===== src/rtl/even_sweep_ctrl_pkg.sv =====
// rtl/even_sweep_ctrl_pkg.sv - shared state encoding and step size for the even sweep controller
package even_sweep_ctrl_pkg;

    localparam int STEP = 2;

    typedef enum logic [2:0] {
        ST_IDLE    = 3'd0,
        ST_RISE    = 3'd1,
        ST_HOLD_HI = 3'd2,
        ST_FALL    = 3'd3,
        ST_HOLD_LO = 3'd4
    } state_e;

endpackage


===== src/rtl/even_sweep_ctrl_if.sv =====
// rtl/even_sweep_ctrl_if.sv - run request, bounds and status bundle of the even sweep controller
interface even_sweep_ctrl_if #(
    parameter int N = 4,
    parameter int W = 4
);
    logic         start;
    logic         abort;
    logic [N-1:0] lo;
    logic [N-1:0] hi;
    logic [W-1:0] dwell;
    logic [W-1:0] sweeps;
    logic [N-1:0] q;
    logic         busy;
    logic         up;
    logic         done;
    logic         err;
    logic         aborted;

    modport master (
        output start, abort, lo, hi, dwell, sweeps,
        input  q, busy, up, done, err, aborted
    );

    modport slave (
        input  start, abort, lo, hi, dwell, sweeps,
        output q, busy, up, done, err, aborted
    );
endinterface


===== src/rtl/even_sweep_ctrl_step_counter.sv =====
// rtl/even_sweep_ctrl_step_counter.sv - N-bit loadable counter stepping by two in either direction
module even_step_counter
    import even_sweep_ctrl_pkg::*;
#(
    parameter int N = 4
) (
    input  logic         clk_i,
    input  logic         rst_ni,
    input  logic         load_i,
    input  logic [N-1:0] load_val_i,
    input  logic         en_i,
    input  logic         up_i,
    output logic [N-1:0] q_o
);
    logic [N-1:0] q_q;

    always_ff @(posedge clk_i) begin
        if (!rst_ni) begin
            q_q <= '0;
        end else if (load_i) begin
            q_q <= load_val_i;
        end else if (en_i) begin
            q_q <= up_i ? q_q + N'(STEP) : q_q - N'(STEP);
        end
    end

    assign q_o = q_q;
endmodule


===== src/rtl/even_sweep_ctrl.sv =====
// rtl/even_sweep_ctrl.sv - sweeps an even count between latched bounds with endpoint dwell and abort
module even_sweep_ctrl
    import even_sweep_ctrl_pkg::*;
#(
    parameter int N = 4,
    parameter int W = 4
) (
    input  logic             clk_i,
    input  logic             rst_ni,
    even_sweep_ctrl_if.slave bus
);
    state_e       state_q;
    logic [N-1:0] lo_q, hi_q, cnt_val;
    logic [W-1:0] dwell_q, sweeps_q, hold_q, sweep_cnt_q;
    logic         busy_q, up_q, done_q, err_q, aborted_q;

    logic [N-1:0] lo_e, hi_e;
    logic [W-1:0] sweep_cnt_d, sweeps_eff;
    logic         start_ok, cnt_en, rise_hit, fall_hit;

    assign lo_e        = {bus.lo[N-1:1], 1'b0};
    assign hi_e        = {bus.hi[N-1:1], 1'b0};
    assign start_ok    = (state_q == ST_IDLE) && bus.start && !bus.abort && (lo_e < hi_e);
    assign cnt_en      = ((state_q == ST_RISE) || (state_q == ST_FALL)) && !bus.abort;
    assign rise_hit    = (cnt_val + N'(STEP)) == hi_q;
    assign fall_hit    = (cnt_val - N'(STEP)) == lo_q;
    assign sweep_cnt_d = sweep_cnt_q + W'(1);
    assign sweeps_eff  = (sweeps_q == '0) ? W'(1) : sweeps_q;

    even_step_counter #(.N(N)) u_cnt (
        .clk_i      (clk_i),
        .rst_ni     (rst_ni),
        .load_i     (start_ok),
        .load_val_i (lo_e),
        .en_i       (cnt_en),
        .up_i       (state_q == ST_RISE),
        .q_o        (cnt_val)
    );

    always_ff @(posedge clk_i) begin
        if (!rst_ni) begin
            state_q     <= ST_IDLE;
            lo_q        <= '0;
            hi_q        <= '0;
            dwell_q     <= '0;
            sweeps_q    <= '0;
            hold_q      <= '0;
            sweep_cnt_q <= '0;
            busy_q      <= 1'b0;
            up_q        <= 1'b0;
            done_q      <= 1'b0;
            err_q       <= 1'b0;
            aborted_q   <= 1'b0;
        end else begin
            done_q    <= 1'b0;
            err_q     <= 1'b0;
            aborted_q <= 1'b0;
            if (state_q == ST_IDLE) begin
                // Abort masks Start entirely, including the bad-bounds error
                if (start_ok) begin
                    lo_q        <= lo_e;
                    hi_q        <= hi_e;
                    dwell_q     <= bus.dwell;
                    sweeps_q    <= bus.sweeps;
                    sweep_cnt_q <= '0;
                    state_q     <= ST_RISE;
                    busy_q      <= 1'b1;
                    up_q        <= 1'b1;
                end else if (bus.start && !bus.abort) begin
                    err_q <= 1'b1;
                end
            end else if (bus.abort) begin
                state_q   <= ST_IDLE;
                busy_q    <= 1'b0;
                up_q      <= 1'b0;
                aborted_q <= 1'b1;
            end else begin
                case (state_q)
                    ST_RISE: begin
                        if (rise_hit) begin
                            state_q <= ST_HOLD_HI;
                            hold_q  <= '0;
                        end
                    end
                    ST_HOLD_HI: begin
                        if (hold_q == dwell_q) begin
                            state_q <= ST_FALL;
                            up_q    <= 1'b0;
                        end else begin
                            hold_q <= hold_q + W'(1);
                        end
                    end
                    ST_FALL: begin
                        if (fall_hit) begin
                            state_q <= ST_HOLD_LO;
                            hold_q  <= '0;
                        end
                    end
                    ST_HOLD_LO: begin
                        if (hold_q != dwell_q) begin
                            hold_q <= hold_q + W'(1);
                        end else if (sweep_cnt_d == sweeps_eff) begin
                            state_q     <= ST_IDLE;
                            sweep_cnt_q <= sweep_cnt_d;
                            busy_q      <= 1'b0;
                            done_q      <= 1'b1;
                        end else begin
                            state_q     <= ST_RISE;
                            sweep_cnt_q <= sweep_cnt_d;
                            up_q        <= 1'b1;
                        end
                    end
                    default: state_q <= ST_IDLE;
                endcase
            end
        end
    end

    assign bus.q       = cnt_val;
    assign bus.busy    = busy_q;
    assign bus.up      = up_q;
    assign bus.done    = done_q;
    assign bus.err     = err_q;
    assign bus.aborted = aborted_q;
endmodule


===== src/flat_wrapper.sv =====
// flat-port wrapper written by rule: the top's interface ports become plain ports
module even_sweep_ctrl_flat import even_sweep_ctrl_pkg::*;
#(
    parameter int N = 4,
    parameter int W = 4
)
  (clk_i, rst_ni, bus_start, bus_abort, bus_lo, bus_hi, bus_dwell, bus_sweeps, bus_q, bus_busy, bus_up, bus_done, bus_err, bus_aborted);
  even_sweep_ctrl_if #(.N(N), .W(W)) bus_i ();
  input  logic clk_i;
  input  logic rst_ni;
  input wire logic [$bits(bus_i.start)-1:0] bus_start;
  input wire logic [$bits(bus_i.abort)-1:0] bus_abort;
  input wire logic [$bits(bus_i.lo)-1:0] bus_lo;
  input wire logic [$bits(bus_i.hi)-1:0] bus_hi;
  input wire logic [$bits(bus_i.dwell)-1:0] bus_dwell;
  input wire logic [$bits(bus_i.sweeps)-1:0] bus_sweeps;
  output wire logic [$bits(bus_i.q)-1:0] bus_q;
  output wire logic [$bits(bus_i.busy)-1:0] bus_busy;
  output wire logic [$bits(bus_i.up)-1:0] bus_up;
  output wire logic [$bits(bus_i.done)-1:0] bus_done;
  output wire logic [$bits(bus_i.err)-1:0] bus_err;
  output wire logic [$bits(bus_i.aborted)-1:0] bus_aborted;
  assign bus_i.start = bus_start;
  assign bus_i.abort = bus_abort;
  assign bus_i.lo = bus_lo;
  assign bus_i.hi = bus_hi;
  assign bus_i.dwell = bus_dwell;
  assign bus_i.sweeps = bus_sweeps;
  assign bus_q = bus_i.q;
  assign bus_busy = bus_i.busy;
  assign bus_up = bus_i.up;
  assign bus_done = bus_i.done;
  assign bus_err = bus_i.err;
  assign bus_aborted = bus_i.aborted;
  even_sweep_ctrl #(.N(N), .W(W)) u_core (.clk_i(clk_i), .rst_ni(rst_ni), .bus(bus_i));
endmodule

===== config.mk =====
export PLATFORM = sky130hd
export DESIGN_NAME = even_sweep_ctrl_flat
export DESIGN_NICKNAME = d
export VERILOG_FILES = /design/src/rtl/even_sweep_ctrl_pkg.sv /design/src/rtl/even_sweep_ctrl_if.sv /design/src/rtl/even_sweep_ctrl_step_counter.sv /design/src/rtl/even_sweep_ctrl.sv /design/src/flat_wrapper.sv
export SDC_FILE = /design/constraint.sdc
export NUM_CORES = 1
export LEC_CHECK = 0
export ABC_AREA = 1
export CAP_MARGIN = 20
export CORE_ASPECT_RATIO = 1.4
export CORE_MARGIN = 2
export CORE_UTILIZATION = 54
export DETAILED_ROUTE_END_ITERATION = 8
export GPL_TIMING_DRIVEN = 1
export PLACE_DENSITY = 0.9
export SLEW_MARGIN = 20
export SYNTH_ARGS = -nofsm -noshare
export SYNTH_HDL_FRONTEND = slang
export SYNTH_SLANG_ARGS = --single-unit

===== constraint.sdc =====
create_clock -name clk_i -period 2.2 [get_ports clk_i]
set_input_delay 0.55 -clock clk_i [delete_from_list [all_inputs] [get_ports clk_i]]
set_output_delay 0.55 -clock clk_i [all_outputs]
set_load 0.005 [all_outputs]

==> metrics.yaml <==
wl_um: 4510
synthArstFlopShare: 0
port_buffers: 25
yosys_most_used_dff: "dfxtp_1"
start_kind: "input pin"
r2r_slack_ns: 0.20
cts.sinks: 33
dp.cells: 379
critical_path_arrival_ns: 2.20
hold_ws_ns: 0.449
status: "complete, no violations"
r2r-start: "u_core.u_cnt.q_o[1]"
postRouteAntennaNets: 0
worstPathRequired_ns: 2.37
dieArea_sq_um: 4250
die_w_um: 55.7
cts_resized: 0
io_pins: 29
finalSetupViolCount: 0
final_area_sq_um: 2460
clk_latency_ns: 0.29
timing.rr.end: "u_core.hold_q[1]"
initial_core_util: 0.559
max_cap_violations: 0
routed_via_density: 5.23
syn_avg_cell_area_sq_um: 6.49
wl_per_cell_um: 11.7
core_sq_um: 3610
netlist_instances: 311
fin_crit_ns: 2.02
placementRows: 26
drive_gt1_frac: 0.134
syn-num-nets: 337
yosysWarnings: 0
ys_seq_area_frac: 0.327
timing.fmax_ghz: 0.495
clockBufferDepth: 2
post-dp-hpwl_um: 3370
route.detailed.drc: 0
cts_tree: "done"
grt_use_total: 0.228
peakVddDrop_mv: 0.560
placed_area_sq_um: 2360
synth_edf_count: 0
holdPathStages: 2
finalSetupTns_ns: 0
post_cts_buffers: 0
yosysTopAreaCellShare: 0.327
nets: 370
multi_input_area_sq_um: 1130
finalNonFillerCells: 386
drv_slew: 0
cts_buffers: 5
synthesis.area_sq_um: 2020
ctsHtreeMaxLevel: 2
synthDistinctLibCells: 32
die_h_um: 76.4
synth.area.top_cells: "dfxtp_1, nand2_1, inv_1"
grt_pass1_wl_um: 7850
crit_path_end_kind: "flop"
worstHoldEndpoint: "u_core.bus.up"
fin_crit_sh: 0.919
gr-total-overflow: 0
num_antenna_cells: 0
hold_class: "flop to flop"
ys_seq_elements: 33
synth_top_cell_by_area: "dfxtp_1"
finClkSkew_ns: 0.00420
area_delta_synth_final_pct: 21.6
gp_congestion: 0.914
total_leakage_power_nw: 1.13
hold_violations: 0
path_clk_slew_ns: 0.06
regArea_sq_um: 661
dr.first_iter.drc_count: 68
powerDensity_nw_per_um2: 964
reg2reg_depth: 13
antenna_found_initial: 0
hp-start: "u_core.bus.up"
crit_type: "input pin to flop"
rsz0062_at_grt: "no"
dr_total_vias: 2020
clockRootBuffer: "clkbuf_8"
cp_max_fo: 13
first_pass_iters: 5
final_util: 0.680
grt_max_degree: 21
fill_cells: 308
grt_pass1_vias: 1891
ctsHoldBuffers: 0
## per-layer routing
metal  vias to the layer above  wire, um  global-route usage
li1                       1047         -                   -
met1                       896      1780               0.251
met2                        57      2350               0.405
met3                        20       194              0.0407
met4                         0       182               0.127
met5                         -         0                   0
## layout by cell type, fill, tap and decap left out
cell / count
nor3_1: 1
nand2_4: 2
inv_1: 45
o21ai_2: 1
dfxtp_1: 33
xnor2_1: 1
nand4_1: 6
clkinv_1: 1
o21ai_0: 17
clkdlybuf4s50_1: 25
nand3_2: 2
a21oi_1: 25
nand3b_1: 1
nand3_1: 20
xor2_1: 4
o21ai_1: 4
nor2_1: 22
nor3_2: 1
clkbuf_8: 6
nand2_1: 81
clkbuf_1: 1
o21bai_1: 1
buf_12: 2
o31ai_1: 1
a21oi_2: 2
nor2_2: 3
nor2_4: 3
conb_1: 1
a31oi_1: 1
nand2_2: 13
buf_4: 6
ha_1: 6
nor4_1: 1
inv_2: 5
## cells by family after synthesis
kind of cell             after synthesis  synth area share
flip-flops                            33             0.327
AO/OA/AOI/OAI                         52             0.134
other                                  1           0.00186
buffers and inverters                 58             0.120
adder cells (fa/ha/maj)                6            0.0372
XOR/XNOR                               5            0.0217
AND/OR/NAND/NOR                      156             0.359
## report_power, final
part           switching (mW)  internal, mW
clock                   0.211         0.248
sequential             0.0809         0.691
combinational           0.698         0.439
total                   0.990          1.38
## sequential cells by signal (all words and copies together), names as in the netlist, 3 cells and up
signal	count
u_core.dwell_q	4
u_core.u_cnt.q_o	3
u_core.hold_q	4
u_core.state_q	3
u_core.hi_q	3
u_core.sweep_cnt_q	4
u_core.sweeps_q	4
u_core.lo_q	3
## cell type report
cell class                      instances  share of cell area
Timing Repair Buffer                   33               0.137
Inverter                               51              0.0779
Multi-Input combinational cell        220               0.460
Tap cell                               42              0.0214
Clock buffer                            7              0.0352
Sequential cell                        33               0.269
## Yosys cell counts, drive strengths merged, types with 2 or more instances
master,count
a21oi,27
buf,5
clkbuf,2
dfxtp,33
ha,6
inv,50
nand2,96
nand3,22
nand4,6
nor2,28
nor3,2
o21ai,22
xor2,4
## critical path, cell delays in order
cell             delay (ns)
clkdlybuf4s50_1        0.46
inv_1                  0.04
ha_1                   0.30
nand2_1                0.06
inv_1                  0.04
nand2_1                0.05
nand2_2                0.08
inv_2                  0.05
nand2_4                0.14
buf_12                 0.15
nor2_2                 0.04
a21oi_1                0.14
a21oi_2                0.08
## stage by stage
stage,total power [mW],setup slack (ns)
3_5_place_dp,1.89,-0.169
4_1_cts,2.36,0.113
6_report,2.37,0.178
2_1_floorplan,1.57,0.486
5_1_grt,2.56,0.00935
3_3_place_gp,1.85,-0.144
## worst max-delay path by stage
stage          cells after the start  slack (ns)             endpoint                start
2_1_floorplan                     10        0.49    u_core.state_q[0]            bus_hi[3]
3_5_place_dp                      11       -0.17       u_core.lo_q[2]            bus_hi[3]
3_3_place_gp                      11       -0.14        u_core.bus.up            bus_hi[3]
5_1_grt                           12       0.009     u_core.hold_q[1]  u_core.u_cnt.q_o[1]
6_report                          13        0.18  u_core.u_cnt.q_o[2]            bus_hi[3]
4_1_cts                           11        0.11  u_core.u_cnt.q_o[2]            bus_hi[3]
(Power assumes the default switching activity.)
